### config.mk
export PLATFORM = sky130hd
export DESIGN_NAME = mem_port_arbiter
export DESIGN_NICKNAME = d
export VERILOG_FILES = /design/src/rtl/mem_port_arbiter.sv
export SDC_FILE = /design/constraint.sdc
export NUM_CORES = 1
export LEC_CHECK = 0
export ABC_CLOCK_PERIOD_IN_PS = 3550
export CORE_AREA = 2 2 83 85
export DETAILED_ROUTE_END_ITERATION = 16
export DIE_AREA = 0 0 85 87
export HOLD_SLACK_MARGIN = 0.12
export PLACE_DENSITY = 0.72
export SLEW_MARGIN = 30
export SYNTH_ARGS = -nofsm -noshare
export SYNTH_HDL_FRONTEND = slang
export SYNTH_SLANG_ARGS = --single-unit
### constraint.sdc
create_clock -name clk -period 3.55 [get_ports clk]
set_input_delay 0.71 -clock clk [delete_from_list [all_inputs] [get_ports clk]]
set_output_delay 0.71 -clock clk [all_outputs]
set_load 0.005 [all_outputs]
### src/rtl/mem_port_arbiter.sv
// mem_port_arbiter: shares one single-port synchronous SRAM between an
// instruction-fetch port (I, read-only) and a data port (D, read/write).
// Grants are combinational; read data comes back one cycle after the grant
// and is routed to the port that issued the read.
// Optional feature: define MEM_ARB_ROUND_ROBIN_EN to replace fixed D priority
// (with I starvation override) by alternating priority on conflicts.
module mem_port_arbiter #(
  parameter int AW           = 12,
  parameter int DW           = 32,
  parameter int BEW          = 4,
  parameter int STARVE_LIMIT = 3
) (
  input  logic           clk,
  input  logic           rst_n,
  // instruction fetch port
  input  logic           i_req,
  input  logic [AW-1:0]  i_addr,
  output logic           i_gnt,
  output logic           i_rvalid,
  output logic [DW-1:0]  i_rdata,
  // data port
  input  logic           d_req,
  input  logic           d_we,
  input  logic [BEW-1:0] d_be,
  input  logic [AW-1:0]  d_addr,
  input  logic [DW-1:0]  d_wdata,
  output logic           d_gnt,
  output logic           d_rvalid,
  output logic [DW-1:0]  d_rdata,
  // SRAM macro side
  output logic           sram_csn,
  output logic           sram_wen,
  output logic [AW-1:0]  sram_addr,
  output logic [BEW-1:0] sram_be,
  output logic [DW-1:0]  sram_di,
  input  logic [DW-1:0]  sram_dout,
  // pipeline control
  output logic           stall_if
);

  typedef enum logic [1:0] {
    NONE   = 2'd0,
    RESP_I = 2'd1,
    RESP_D = 2'd2
  } resp_e;

  resp_e owner_q, owner_d;
  logic  i_prio;   // I wins a conflict this cycle

`ifdef MEM_ARB_ROUND_ROBIN_EN
  // last_d_q = 1 when D won the most recent conflict; resets to "I won",
  // so D takes the first conflict after reset.
  logic last_d_q, last_d_d;

  assign i_prio = last_d_q;

  // Remember the winner of every conflict cycle; other cycles leave it alone.
  always_comb begin
    last_d_d = last_d_q;
    if (rst_n && i_req && d_req) begin
      last_d_d = d_gnt;
    end
  end

  // Conflict-history register.
  always_ff @(posedge clk or negedge rst_n) begin
    if (!rst_n) begin
      last_d_q <= 1'b0;
    end else begin
      last_d_q <= last_d_d;
    end
  end
`else
  localparam logic [3:0] LIMIT = 4'(STARVE_LIMIT);

  logic [3:0] starve_q, starve_d;

  assign i_prio = (starve_q == LIMIT);

  // Count consecutive cycles I is left waiting; any grant or dropped request
  // clears it. Saturates so it can never wrap past the override point.
  always_comb begin
    starve_d = '0;
    if (i_req && !i_gnt) begin
      starve_d = (starve_q == LIMIT) ? starve_q : starve_q + 4'd1;
    end
  end

  // Starvation counter register.
  always_ff @(posedge clk or negedge rst_n) begin
    if (!rst_n) begin
      starve_q <= '0;
    end else begin
      starve_q <= starve_d;
    end
  end
`endif

  // Grant decision: a lone requester always wins; a conflict goes to D unless
  // the priority logic hands it to I. Nothing is granted while in reset.
  always_comb begin
    i_gnt = 1'b0;
    d_gnt = 1'b0;
    if (rst_n) begin
      if (i_req && d_req) begin
        i_gnt = i_prio;
        d_gnt = !i_prio;
      end else begin
        i_gnt = i_req;
        d_gnt = d_req;
      end
    end
  end

  assign stall_if = i_req & ~i_gnt;

  // Steer the granted request onto the SRAM pins; idle pins are parked at 0.
  always_comb begin
    sram_csn  = 1'b1;
    sram_wen  = 1'b1;
    sram_addr = '0;
    sram_be   = '0;
    sram_di   = '0;
    if (d_gnt) begin
      sram_csn  = 1'b0;
      sram_wen  = ~d_we;
      sram_addr = d_addr;
      sram_be   = d_be;
      sram_di   = d_wdata;
    end else if (i_gnt) begin
      sram_csn  = 1'b0;
      sram_addr = i_addr;
      sram_be   = '1;
    end
  end

  // Record who owns the data arriving next cycle; writes return nothing.
  always_comb begin
    owner_d = NONE;
    if (i_gnt) begin
      owner_d = RESP_I;
    end else if (d_gnt && !d_we) begin
      owner_d = RESP_D;
    end
  end

  // Response-owner state register; reset discards any pending response.
  always_ff @(posedge clk or negedge rst_n) begin
    if (!rst_n) begin
      owner_q <= NONE;
    end else begin
      owner_q <= owner_d;
    end
  end

  // Route SRAM read data to its owner; the other port sees zeros.
  always_comb begin
    i_rvalid = (owner_q == RESP_I);
    d_rvalid = (owner_q == RESP_D);
    i_rdata  = i_rvalid ? sram_dout : '0;
    d_rdata  = d_rvalid ? sram_dout : '0;
  end

endmodule

Word level (Yosys, flattened, before mapping). Cells that the tools add are included.

Add/subtract/negate cells: 1. Eq/ne operators: 4. Muxes and demuxes: 18. Bitwise operators: 3. Reduce and logical (&&, ||, !) cells: 6.

Operators with widths (count): $mux 32 (3); $mux 12 (2); $mux 4 (4); $mux 1 (7); $add 4x1->4 const B (1); $eq 4x2->1 const B (1); $mux 2 (2); $logic_and 1x1->1 (3); $logic_not 1->1 (3); $eq 2x1->1 const B (1); $eq 2x2->1 const B (1); $ne 2x2->1 const B (1); $not 1->1 (2); $and 1x1->1 (1).

Register bits after elaboration: 6. Bits of input ports: 97.

Longest topological paths before layout.
Depth after elaboration: 7. Depth in mapped cells: 6.

Least setup slack after synthesis. No wires, ideal clock.

Path kind: reg2out. Start point: reg starve_q[0]. End point: out sram_addr[10]. Arrival: 1478 ps. Data required time: 2840 ps. Path slack: 1362 ps. Cell stages (with the launch flop): 6. Cells stage by stage: dfrtp_1 > ha_1 > or3b_4 > a21oi_4 > buf_6 > a22o_2.

Cells in the longest elaborated chain, start to end: 5. Elaborated cells on any way between the ends: 8. Those cells by class: 1 x eq/ne; 6 x mux; 1 x reduce/logical.

RTL lines: start: declaration (line 76) `logic [3:0] starve_q, starve_d;`; start signal: assignment (line 94) `starve_q <= starve_d;`; $eq 4x2->1 (line 78) `assign i_prio = (starve_q == LIMIT);`; $mux 1 (line 105) `if (i_req && d_req) begin`; $mux 1 (line 104) `if (rst_n) begin`; via i_gnt (line 18) `output logic i_gnt,`; $mux 12 (line 130) `end else if (i_gnt) begin`; $mux 12 (line 124) `if (d_gnt) begin`; end: declaration (line 33) `output logic [AW-1:0] sram_addr,`.

The timed path passes the listed nets, and every way through them passes these cells.

Worst setup path in the final report.
Start point: in i_req. End point: out stall_if.

Cells in the longest elaborated chain, start to end: 5.

RTL lines: start: declaration (line 16) `input logic i_req,`; $logic_and 1x1->1 (line 105); $mux 1 (line 105); $mux 1 (line 104); $not 1->1 (line 115) `assign stall_if = i_req & ~i_gnt;`; $and 1x1->1 * (line 115); end: declaration (line 38) `output logic stall_if`.

Mark *: on every way between the ends. The rest lies on a longest branch, timed or not.

==> flow_summary_export.csv <==
group,metric,value,unit
status,status,"finished clean",
cells_and_area,nets,472,
drt,wl_per_cell,15.3,µm
cells_and_area,final_cell_mix,"clkdlybuf4s50_1, and2_1, a22o_2, dfrtp_1, buf_4",
synth,synth-seq-cells,6,
timing,max_freq,310,MHz
timing,hold_ws,0.553,ns
synth,ys_seq_area_share,12.9,%
cells_and_area,layout_commonest_cell,"clkdlybuf4s50_1",
placement,gp_congestion,0.806,
grt,grtUsageTotal,16.8,%
drt,drt-total-wl,6.93,mm
critical_path,start_kind,"primary input",
grt,grt_first_pass_wirelength,9.66,mm
critical_path,cp_common_cell,"clkdlybuf4s50_1",
clock_tree,clk_pin_slew,0.04,ns
floorplanning,chipWidth,85,µm
timing,tns,0,ns
cells_and_area,antenna_cells,0,
cells_and_area,syn_to_final_growth,197,%
critical_path,regToRegEndpoint,"owner_q[0]",
timing,period_minus_slack,3.22,ns
floorplanning,initial_core_util,17.8,%
synth,syn_area_per_cell,7.29,µm²
power_and_ir_drop,total_power,475,µW
critical_path,path_cells,"clkdlybuf4s50_1 > nand2_1 > a21oi_4 > buf_4 > and2b_2 > clkdlybuf4s50_1",
placement,pre_cts_slack,0.313,ns
placement,dp.cells,449,
timing,rsz0062_at_grt,"no",
clock_tree,ctsHoldBuffers,0,
synth,synth-edff-count,0,
clock_tree,cts_resized,0,
cells_and_area,final_layout_size_suffix_gt1_share,8.06,%
critical_path,timing.rr.start,"starve_q[0]",
drt,drt_first_pass_iters,4,
clock_tree,cts_setup_buffers,0,
critical_path,cp_data_arrival_time,2.51,ns
timing,max_slew_margin,76.5,%
floorplanning,die-area,7400,µm²
grt,grt_antenna_before_repair,0,
floorplanning,rows,30,
timing,slew_violations,0,
drt,drc,0,
drt,vias,1864,
power_and_ir_drop,ir_worst_vdd,90.1,µV
synth,synthesis.nets,258,
clock_tree,htree_levels,1,
drt,ant_nets,0,
critical_path,slowest_stage,"clkdlybuf4s50_1",
timing,finClkSkew,0.00519,ns
placement,port_buffers,215,
critical_path,cp-end-kind,"output pin",
timing,finalSetupViolCount,0,
drt,viasPerCell,4.12,
critical_path,worstRegToRegCells,4,
critical_path,critPathCapture,"stall_if",
timing,setup_ws,0.325,ns
clock_tree,cts_buffer_depth,2,
critical_path,r2r_setup_slack,2.01,ns
clock_tree,numCtsBuffers,3,
placement,dpl.hpwl,6.25,mm
floorplanning,coreArea,6570,µm²
critical_path,path_class,"primary input to output pin",
timing,worst_slew_pin_slew,0.352,ns
grt,grt_overflow,0,
critical_path,cp-startpoint,"i_req",
grt,grt_max_degree,38,
synth,synth_cell_types,26,
floorplanning,io_pins,216,
clock_tree,cts_tree,"done",
critical_path,cp_max_fo,19,
synth,synthCells,160,
critical_path,required,2.84,ns
power_and_ir_drop,cellPowerDensity,137,nW/µm²
clock_tree,cts-root-buf,"clkbuf_8",
grt,grt_pass1_vias,1749,
clock_tree,clock_sinks,6,
critical_path,max_stage_delay,0.61,ns
timing,fin_crit_sh,90.8,%
synth,ys_warn_count,0,
clock_tree,clk_latency,0.22,ns
timing,finalHoldViolCount,0,
synth,netlist_area,1170,µm²
job,drv_cap,0,
min_path,hold_class,"flop to flop",
floorplanning,dieHeight,87,µm
drt,first_iter_violations,61,
synth,synthArstFlopShare,100,%
synth,synth-main-ff-cell,"dfrtp_1",
cells_and_area,fin_cells,452,
power_and_ir_drop,p_leak,1.37,nW
per-stage QoR:
stage	utilization [%]	cell area, µm²
after floorplan	-	1170
after global routing	52.7	3460
final	52.7	3460
after global placement	52.0	3420
after CTS	52.7	3460
after detailed placement	52.0	3420
final cells by class:
| cell class | count | area [µm²] |
|---|---|---|
| clock buffer | 3 | 41.3 |
| fill | 635 | 3110 |
| inverter | 3 | 11.3 |
| multi-input combinational | 139 | 947 |
| sequential | 6 | 150 |
| tap | 80 | 100 |
| timing repair buffer | 221 | 2210 |
report_power, final:
| group | internal [mW] | total (mW) | switching (mW) | leakage, nW |
|---|---|---|---|---|
| Clock | 0.0728 | 0.102 | 0.0288 | 0.0216 |
| Sequential | 0.0718 | 0.0743 | 0.00254 | 0.0811 |
| Combinational | 0.213 | 0.299 | 0.0860 | 1.27 |
| Total | 0.357 | 0.475 | 0.117 | 1.37 |
registers in the layout, indices dropped and copies added, names as in the netlist:
register,cells
owner_q,2
starve_q,4
worst min path at each step:
stage	from	endpoint	slack, ns	cells past startpoint
final	starve_q[1]	starve_q[1]	0.55	2
after global routing	starve_q[1]	starve_q[1]	0.59	2
after CTS	starve_q[1]	starve_q[1]	0.54	2
after detailed placement	starve_q[1]	starve_q[1]	0.53	2
after global placement	starve_q[1]	starve_q[1]	0.52	2
after floorplan	rst_n	owner_q[0]	0.41	0
cells in the mapped netlist, types with 2 or more instances:
| master | instances | share of area, % |
|---|---|---|
| clkbuf_1 | 9 | 2.9 |
| a22o_2 | 11 | 9.4 |
| nor2_1 | 3 | 0.97 |
| nand2_1 | 4 | 1.3 |
| inv_1 | 3 | 0.97 |
| nor2b_1 | 4 | 2.1 |
| a21o_2 | 4 | 3.0 |
| buf_6 | 2 | 1.9 |
| dfrtp_1 | 6 | 13 |
| nand3_1 | 2 | 0.86 |
| and2_1 | 96 | 52 |
| a21oi_1 | 2 | 0.86 |
routing by layer:
metal / part of all wire [%] / track usage [%] / up-vias
met5: 0 / 0 / -
met4: 0.74 / 2.45 / 0
met3: 11 / 5.50 / 4
met2: 52 / 32.6 / 135
met1: 36 / 17.9 / 784
li1: - / - / 941
logic make-up after synthesis:
family                     synth area share, %
AOI/OAI and AO/OA                         18.3
xor gates and xnor gates                 0.751
adders and majority gates                 1.07
buffers and inverters                     6.22
DFF                                       12.9
and+or+nand+nor                           60.7
critical path: cells and delay by family:
kind	cells	cell delay, ns
buf+inv	3	1.28
simple gates	2	0.39
compound gates	1	0.13
No activity file was read; power rests on OpenSTA's default activity.
